===== src/rtl/mac_seq_pkg.sv =====
// Shared types and default widths for the SRAM dot-product sequencer.
package mac_seq_pkg;

   localparam int DATA_WIDTH = 8;
   localparam int ADDR_WIDTH = 4;
   localparam int ACC_WIDTH  = 2 * DATA_WIDTH + ADDR_WIDTH;

   typedef enum logic [1:0] {
      IDLE  = 2'd0,
      READ  = 2'd1,
      DRAIN = 2'd2,
      HOLD  = 2'd3
   } state_t;

endpackage


===== src/rtl/sram_mac_sequencer_if.sv =====
// Operand SRAM read bus plus the result valid/ready port of the sequencer.
interface sram_mac_sequencer_if
   import mac_seq_pkg::*;
#(
   parameter int DATA_WIDTH = mac_seq_pkg::DATA_WIDTH,
   parameter int ADDR_WIDTH = mac_seq_pkg::ADDR_WIDTH,
   parameter int ACC_WIDTH  = mac_seq_pkg::ACC_WIDTH
) ();

   logic [ADDR_WIDTH-1:0] sram_addr;
   logic                  sram_en;
   logic [DATA_WIDTH-1:0] sram_a_dout;
   logic [DATA_WIDTH-1:0] sram_b_dout;
   logic [ACC_WIDTH-1:0]  result;
   logic                  result_valid;
   logic                  result_ready;

   // Handshake: a transfer happens on a rising edge where result_valid and
   // result_ready are both high; once raised, result_valid stays high and
   // result stays stable until that transfer, and valid never waits on ready.
   modport master (
      output sram_addr, sram_en, result, result_valid,
      input  sram_a_dout, sram_b_dout, result_ready
   );

   modport slave (
      input  sram_addr, sram_en, result, result_valid,
      output sram_a_dout, sram_b_dout, result_ready
   );

endinterface


===== src/rtl/mac_seq_acc.sv =====
// Unsigned multiply-accumulate register; wraps modulo 2^ACC_WIDTH.
module mac_seq_acc
   import mac_seq_pkg::*;
#(
   parameter int DATA_WIDTH = mac_seq_pkg::DATA_WIDTH,
   parameter int ACC_WIDTH  = mac_seq_pkg::ACC_WIDTH
) (
   input  logic                  clk,
   input  logic                  rst,
   input  logic                  clr,
   input  logic                  en,
   input  logic [DATA_WIDTH-1:0] a,
   input  logic [DATA_WIDTH-1:0] b,
   output logic [ACC_WIDTH-1:0]  acc
);

   logic [2*DATA_WIDTH-1:0] prod;

   assign prod = a * b;

   always_ff @(posedge clk or posedge rst) begin
      if (rst) begin
         acc <= '0;
      end else if (clr) begin
         acc <= '0;
      end else if (en) begin
         acc <= acc + ACC_WIDTH'(prod);
      end
   end

endmodule


===== src/rtl/sram_mac_sequencer.sv =====
// Walks both operand SRAMs over [base, base+len), accumulates the products and
// holds the dot-product on a valid/ready port until it is accepted.
module sram_mac_sequencer
#(
   parameter int DATA_WIDTH = mac_seq_pkg::DATA_WIDTH,
   parameter int ADDR_WIDTH = mac_seq_pkg::ADDR_WIDTH,
   parameter int ACC_WIDTH  = mac_seq_pkg::ACC_WIDTH
) (
   input  logic                    clk,
   input  logic                    rst,
   input  logic                    start,
   input  logic [ADDR_WIDTH-1:0]   base_addr,
   input  logic [ADDR_WIDTH:0]     len,
   output logic                    busy,
   output mac_seq_pkg::state_t     dbg_state,
   sram_mac_sequencer_if.master    bus
);

   import mac_seq_pkg::*;

   localparam int CW = ADDR_WIDTH + 1;

   state_t               state;
   state_t               state_nxt;
   logic [CW-1:0]        remaining;
   logic                 rd_valid;
   logic                 acc_clr;
   logic [ACC_WIDTH-1:0] acc;

   always_ff @(posedge clk or posedge rst) begin
      if (rst) begin
         state <= IDLE;
      end else begin
         state <= state_nxt;
      end
   end

   always_comb begin
      state_nxt = state;
      case (state)
         IDLE:    if (start) state_nxt = (len == '0) ? HOLD : READ;
         READ:    if (remaining == CW'(1)) state_nxt = DRAIN;
         DRAIN:   state_nxt = HOLD;
         HOLD:    if (bus.result_valid && bus.result_ready) state_nxt = IDLE;
         default: state_nxt = IDLE;
      endcase
   end

   assign acc_clr = (state == IDLE) && start;

   // sram_en/result_valid are registered from the next state so they line
   // up with the state they belong to; rd_valid marks the SRAM data cycle.
   always_ff @(posedge clk or posedge rst) begin
      if (rst) begin
         bus.sram_en      <= 1'b0;
         bus.sram_addr    <= '0;
         bus.result_valid <= 1'b0;
         remaining        <= '0;
         rd_valid         <= 1'b0;
      end else begin
         bus.sram_en      <= (state_nxt == READ);
         bus.result_valid <= (state_nxt == HOLD);
         rd_valid         <= bus.sram_en;
         case (state)
            IDLE: begin
               if (start) begin
                  bus.sram_addr <= base_addr;
                  remaining     <= len;
               end
            end
            READ: begin
               if (remaining != CW'(1)) begin
                  bus.sram_addr <= bus.sram_addr + ADDR_WIDTH'(1);
                  remaining     <= remaining - CW'(1);
               end
            end
            default: ;
         endcase
      end
   end

   mac_seq_acc #(
      .DATA_WIDTH (DATA_WIDTH),
      .ACC_WIDTH  (ACC_WIDTH)
   ) u_acc (
      .clk (clk),
      .rst (rst),
      .clr (acc_clr),
      .en  (rd_valid),
      .a   (bus.sram_a_dout),
      .b   (bus.sram_b_dout),
      .acc (acc)
   );

   // The accumulator is itself a register and is frozen in HOLD.
   assign bus.result = acc;
   assign busy       = (state != IDLE);
   assign dbg_state  = state;

endmodule


===== src/flat_wrapper.sv =====
// flat-port wrapper written by rule: the top's interface ports become plain ports
module sram_mac_sequencer_flat import mac_seq_pkg::*;
#(
   parameter int DATA_WIDTH = mac_seq_pkg::DATA_WIDTH,
   parameter int ADDR_WIDTH = mac_seq_pkg::ADDR_WIDTH,
   parameter int ACC_WIDTH  = mac_seq_pkg::ACC_WIDTH
)
  (clk, rst, start, base_addr, len, busy, dbg_state, bus_sram_addr, bus_sram_en, bus_result, bus_result_valid, bus_sram_a_dout, bus_sram_b_dout, bus_result_ready);
  sram_mac_sequencer_if #(.DATA_WIDTH(DATA_WIDTH), .ADDR_WIDTH(ADDR_WIDTH), .ACC_WIDTH(ACC_WIDTH)) bus_i ();
  input  logic clk;
  input  logic rst;
  input  logic start;
  input  logic [ADDR_WIDTH-1:0] base_addr;
  input  logic [ADDR_WIDTH:0] len;
  output logic busy;
  output mac_seq_pkg::state_t dbg_state;
  output wire logic [$bits(bus_i.sram_addr)-1:0] bus_sram_addr;
  output wire logic [$bits(bus_i.sram_en)-1:0] bus_sram_en;
  output wire logic [$bits(bus_i.result)-1:0] bus_result;
  output wire logic [$bits(bus_i.result_valid)-1:0] bus_result_valid;
  input wire logic [$bits(bus_i.sram_a_dout)-1:0] bus_sram_a_dout;
  input wire logic [$bits(bus_i.sram_b_dout)-1:0] bus_sram_b_dout;
  input wire logic [$bits(bus_i.result_ready)-1:0] bus_result_ready;
  assign bus_sram_addr = bus_i.sram_addr;
  assign bus_sram_en = bus_i.sram_en;
  assign bus_result = bus_i.result;
  assign bus_result_valid = bus_i.result_valid;
  assign bus_i.sram_a_dout = bus_sram_a_dout;
  assign bus_i.sram_b_dout = bus_sram_b_dout;
  assign bus_i.result_ready = bus_result_ready;
  sram_mac_sequencer #(.DATA_WIDTH(DATA_WIDTH), .ADDR_WIDTH(ADDR_WIDTH), .ACC_WIDTH(ACC_WIDTH)) u_core (.clk(clk), .rst(rst), .start(start), .base_addr(base_addr), .len(len), .busy(busy), .dbg_state(dbg_state), .bus(bus_i));
endmodule

===== config.mk =====
export PLATFORM = sky130hd
export DESIGN_NAME = sram_mac_sequencer_flat
export DESIGN_NICKNAME = d
export VERILOG_FILES = /design/src/rtl/mac_seq_pkg.sv /design/src/rtl/sram_mac_sequencer_if.sv /design/src/rtl/mac_seq_acc.sv /design/src/rtl/sram_mac_sequencer.sv /design/src/flat_wrapper.sv
export SDC_FILE = /design/constraint.sdc
export NUM_CORES = 1
export LEC_CHECK = 0
export CAP_MARGIN = 10
export CELL_PAD_IN_SITES_DETAIL_PLACEMENT = 0
export CELL_PAD_IN_SITES_GLOBAL_PLACEMENT = 1
export CORE_ASPECT_RATIO = 1.4
export CORE_UTILIZATION = 43
export DETAILED_ROUTE_END_ITERATION = 10
export MAX_ROUTING_LAYER = met4
export PLACE_DENSITY_LB_ADDON = 0.1
export SYNTH_ARGS = -nofsm -noshare
export SYNTH_HDL_FRONTEND = slang
export SYNTH_SLANG_ARGS = --single-unit

===== constraint.sdc =====
create_clock -name clk -period 4.7 [get_ports clk]
set_input_delay 0.94 -clock clk [delete_from_list [all_inputs] [get_ports clk]]
set_output_delay 0.94 -clock clk [all_outputs]
set_load 0.005 [all_outputs]

After elaboration in Yosys (flattened, before gate mapping). Cells that the tools add are included.

Divide/modulo/power cells: 0. Bitwise logic cells: 0. Equality and inequality tests: 9. Reductions and logical operators: 8. $mul: 1. Shift-type cells: 0. Muxes and demuxes: 13. $lt $le $gt $ge: 0. Add/subtract/negate cells: 3.

Operator list (count): $mux W20 (2); $add A20 B16 Y20 (1); $mul A8 B8 Y16 (1); $mux W5 (2); $pmux W5 S2 (1); $mux W2 (4); $mux W4 (2); $pmux W2 S4 (1); $pmux W4 S2 (1); $eq A2 B2 Y1 const B (3); $reduce_bool A2 Y1 (3); $eq A5 B1 Y1 const B (1); $logic_not A5 Y1 (1); $ne A5 B1 Y1 const B (1); $sub A5 B1 Y5 const B (1); $add A4 B1 Y4 const B (1); $eq A2 B1 Y1 const B (2); $reduce_and A3 Y1 (1); $logic_and A1 B1 Y1 (2); $logic_not A2 Y1 (1); $ne A2 B1 Y1 const B (1); $ne A2 B2 Y1 const B (1).

Flip-flop bits (word level): 34. RAM bits: 0. Output and inout bits: 29. Input bits: 29. Memory bits (read-only): 0. Logic and storage cells: 41. Memories kept: 0. Bits in latches: 0.

Longest topological paths before layout.
Depth after elaboration: 5. Mapped depth: 18. Gate-level depth less buffers: 17.

Cells and area by module. From an unflattened synthesis, not the netlist that was laid out.

Cell total of the unflattened synthesis: 507. Area total of the unflattened synthesis: 4518.1 um^2.

Modules (own cells, without submodules): mac_seq_acc (cells each 416, area an instance 3628.5 um^2, seq. area each 500.5 um^2, times used 1); sram_mac_sequencer (cells each 91, area an instance 889.6 um^2, seq. area each 350.3 um^2, times used 1).

Worst setup path before layout. OpenSTA, ideal clock, no wires.

Path type: input-to-reg. Start: input bus_sram_a_dout[5]. End: register u_core.u_acc.acc[17]. Slack: -210 ps. Data required time: 4577 ps. Stages on the path: 15. Library setup time: 123 ps. Buffers on the path: 1. Arrival time: 4788 ps. Cells stage by stage: clkbuf_1 and2_1 fa_1 fa_1 fa_1 inv_1 fa_1 inv_1 ha_1 a21oi_1 o211ai_1 a21bo_2 or3_1 a31oi_1 nor2_1.

Word-level cells in the longest chain between the ends: 4.

Ends and longest elaborated chain: from (decl) (RTL line flat_wrapper.sv:21) `input wire logic [$bits(bus_i.sram_a_dout)-1:0] bus_sram_a_dout;`; $mul A8 B8 Y16 (RTL line mac_seq_acc.sv:19) `assign prod = a * b;`; $add A20 B16 Y20 (RTL line mac_seq_acc.sv:27) `acc <= acc + ACC_WIDTH'(prod);`; $mux W20 (RTL line mac_seq_acc.sv:26) `end else if (en) begin`; $mux W20 (RTL line mac_seq_acc.sv:24) `end else if (clr) begin`; to (signal assigned) (RTL line mac_seq_acc.sv:27); to (decl) (RTL line mac_seq_acc.sv:14) `output logic [ACC_WIDTH-1:0] acc`.

No other way between the ends. The select of a mux whose other input is x is not followed. A chain may end at the register's enable or synchronous reset.

Worst setup path in the final report.
Start: input bus_sram_b_dout[6]. End: register u_core.u_acc.acc[17].

Word-level cells in the longest chain between the ends: 4.

Ends and longest elaborated chain: from (decl) (RTL line flat_wrapper.sv:22) `input wire logic [$bits(bus_i.sram_b_dout)-1:0] bus_sram_b_dout;`; $mul A8 B8 Y16 (RTL line mac_seq_acc.sv:19); $add A20 B16 Y20 (RTL line mac_seq_acc.sv:27); $mux W20 (RTL line mac_seq_acc.sv:26); $mux W20 (RTL line mac_seq_acc.sv:24).

No other way between the ends. The select of a mux whose other input is x is not followed.

==> out/summary.txt <==
CRITICAL PATH
----------------------------------------------------------------------------------
Endpoint required time on the critical path                                4.87 ns
Critical path type                                                          in2reg
Maximum net fanout on the critical path                                          3
WP data arrival                                                            4.73 ns
Launching element type of the critical path                             input port
Capturing element type of the critical path                                   flop

TIMING
----------------------------------------------------------------------------------
Clock period minus worst slack                                             4.56 ns
Final hold violation count                                                       0
Final period util                                                            0.970
Max Slew Vio Count                                                               0
Setup repair after global routing missed its margin                            yes
Max Clk Rate                                                             0.219 GHz
Worst rel slew slack                                                         0.457
Setup violations, final                                                          0
Worst setup skew after layout                                           0.00456 ns
Worst Max-Slew Pin Slew                                                   0.814 ns

PLACE
----------------------------------------------------------------------------------
Post-DP HPWL                                                               8.90 mm
Number of input and output port buffers inserted                                57
Placed cell areas                                                        5490 um^2
Global placement routability congestion                                      0.847

ROUTE
----------------------------------------------------------------------------------
Post-detailed-route wirelength per cell                                    14.4 um
Number of vias per cell                                                       4.91
Post-route DRC                                                                   0
Remaining number of nets flagged by the antenna check after routing              0
Initial DRT Pass Iterations                                                      4
Total length of routed wires                                               10.8 mm
Initial detailed-routing violation count                                        77
Count of vias placed by the detailed router                                   3690

YOSYS
----------------------------------------------------------------------------------
Largest family of logic cells by synthesized area                      adder cells
Net count after synthesis                                                      625
Synthesis Warnings                                                               0
Area share of the largest cell type after synthesis                          0.231
Largest area contributor in the synthesized netlist                   sky130_fd_sc_hd__fa_1
Synthesized area                                                         4340 um^2
Yosys cell types                                                                52
Share of the synthesized area in compound gates (AO/OA/AOI/OAI)              0.124
Flip-flop and latch count after synthesis                                       34
Top post-synthesis cells by count                                     sky130_fd_sc_hd__inv_1, sky130_fd_sc_hd__nand2_1, sky130_fd_sc_hd__fa_1
Synth area leaders                                                    sky130_fd_sc_hd__fa_1, sky130_fd_sc_hd__dfrtp_1, sky130_fd_sc_hd__ha_1
Post-synthesis cell count                                                      502
Area share of and/or/nand/nor cells after synthesis                          0.175
Adder-cell share of the synthesized area                                     0.358
Post-Synth XOR/XNOR Area                                                    0.0222
Primary FF master, synth                                              sky130_fd_sc_hd__dfrtp_1
Sequential share of the synthesized area                                     0.196
Mux share of post-synthesis cell area                                       0.0231
Synth async-reset ratio                                                       1.00
Number of flops mapped to enable cells by yosys                                  0
Most common cell in the synthesized netlist                           sky130_fd_sc_hd__inv_1
Syn avg cell area                                                        8.64 um^2

JOB
----------------------------------------------------------------------------------
Max-cap violations                                                               0

GLOBAL ROUTE
----------------------------------------------------------------------------------
Total gr overflow                                                                0
Via count of the first global-routing pass                                    3878
Global-route wire length before repair                                     18.5 mm
Initial antenna violation count                                                  0
Total routing resource utilization after global routing                      0.236
Pin count of the biggest net entering global routing                            35

LAYOUT
----------------------------------------------------------------------------------
Final instance area                                                      5890 um^2
Area used by sequential logic in the layout                               851 um^2
Area added between synthesis and finish                                      35.9%
Filler cell count                                                              904
Fraction of final layout cells sized beyond drive strength 1                 0.234
Area taken by multi-input logic gates                                    3310 um^2
# diodes                                                                         0
Final nets                                                                     739

CLOCKING
----------------------------------------------------------------------------------
Clock insertion delay at the later pin of the skew report                  0.28 ns
Number of buffers inserted during clock tree synthesis                           5
H-tree levels                                                                    2
Clock Tree Root                                                       sky130_fd_sc_hd__clkbuf_16
Post-cts hold buffer count                                                       0
Number of buffers on the longest clock path                                      2
Sink count of the clock tree                                                    34
Clock transition at the registers of the reported paths                    0.06 ns
CTS tree                                                                     built

DIE
----------------------------------------------------------------------------------
Initial Utilization                                                          0.440
Standard-cell row count                                                         43
Die span in x                                                              86.9 um
Height of the die                                                           121 um
Area of the core                                                         9850 um^2
Total I/O pin count                                                             58
Die Outline Area                                                        10500 um^2

HOLD PATH
----------------------------------------------------------------------------------
Path category of the worst min-delay check                                 reg2reg

RUN STATUS
----------------------------------------------------------------------------------
Result of the run                                                        completed

per-layer routing:
metal / track usage / share of wire
met5: - / 0
met4: 0.0781 / 0.022
met3: 0.0157 / 0.021
met2: 0.429 / 0.55
met1: 0.271 / 0.41
through the flow:
stage / utilization / cells / worst slack [ns] / setup TNS [ns] / hold WS, ns
2_1_floorplan: - / 502 / -0.0161 / -0.0161 / 0.376
3_3_place_gp: 0.558 / 737 / -0.871 / -8.91 / 0.384
5_1_grt: 0.598 / 751 / -0.0499 / -0.0499 / 0.401
6_report: 0.598 / 751 / 0.142 / 0 / 0.392
3_5_place_dp: 0.558 / 737 / -0.877 / -9.00 / 0.378
4_1_cts: 0.588 / 748 / 0.00245 / 0 / 0.388
kinds of logic (layout without fill, tap and decap cells):
kind of cell | count (synthesis) | in the layout
mux | 10 | 10
flops | 34 | 34
simple gates | 154 | 154
fa+ha+maj | 94 | 94
buf+inv | 117 | 231
xor+xnor | 11 | 11
compound gates | 82 | 82
worst max-delay path, stage by stage:
cell                       delay [ns]
sky130_fd_sc_hd__buf_8           0.10
sky130_fd_sc_hd__buf_6           0.10
sky130_fd_sc_hd__and2_4          0.15
sky130_fd_sc_hd__fa_1            0.57
sky130_fd_sc_hd__fa_1            0.45
sky130_fd_sc_hd__fa_1            0.52
sky130_fd_sc_hd__inv_1           0.05
sky130_fd_sc_hd__fa_1            0.50
sky130_fd_sc_hd__inv_2           0.05
sky130_fd_sc_hd__ha_4            0.25
sky130_fd_sc_hd__a21oi_4         0.13
sky130_fd_sc_hd__o211ai_1        0.11
sky130_fd_sc_hd__a21bo_2         0.22
sky130_fd_sc_hd__or3_1           0.36
sky130_fd_sc_hd__a31oi_1         0.17
sky130_fd_sc_hd__nor2_1          0.06
registers in the layout (all words and copies together) (netlist names):
signal,count
u_core.bus.result_valid,1
u_core.dbg_state,2
u_core.bus.sram_addr,4
u_core.u_acc.acc,20
u_core.rd_valid,1
u_core.remaining,5
u_core.bus.sram_en,1
worst paths after layout:
path,depth (start not counted),end,slack [ns],from
min in group asynchronous,3,u_core.u_acc.acc[2],1.07,rst
worst min-delay path,0,u_core.rd_valid,0.39,u_core.bus.sram_en
worst max-delay path,16,u_core.u_acc.acc[17],0.14,bus_sram_b_dout[6]
max in group asynchronous,3,u_core.u_acc.acc[12],3.32,rst
worst min register to register,0,u_core.rd_valid,0.39,u_core.bus.sram_en
worst max register to register,15,u_core.u_acc.acc[17],0.56,u_core.u_acc.acc[6]
cell type report:
| cell class | count | area share |
|---|---|---|
| tap | 135 | 0.0287 |
| clock buffer | 5 | 0.0212 |
| timing repair buffer | 119 | 0.176 |
| clock inverter | 2 | 0.00170 |
| inverter | 105 | 0.0669 |
| sequential | 34 | 0.144 |
| multi-input combinational | 351 | 0.561 |
layout by cell type, fill, tap and decap left out, drive strengths merged, types with 2 or more instances in the layout:
cell type and n:
fa 50, nor4b 2, ha 44, dfrtp 34, mux2i 10, clkdlybuf4s50 41, clkbuf 8, o211ai 2
nand4 3, a31oi 2, a2111oi 3, a21o 5, clkinv 2, nor3b 3, and2 34, nand3 8
nor2b 2, nor2 30, xor2 4, o21ai 30, nor4 3, buf 75, o21a 2, nand2b 4
nand2 57, a211oi 3, a21oi 24, inv 105, xnor2 7, nor3 5
what timing repair did:
item                                   4_1_cts  5_1_grt
endpoints found under the hold margin        0        0
pin swaps                                   48       28
buffers inserted                             6        4
setup endpoints to repair                   12       10
resized for setup                          101       34
Power is left out: the tool's default activity adds up to more than one toggle a clock period on the data nets, which glitch-free logic cannot reach.
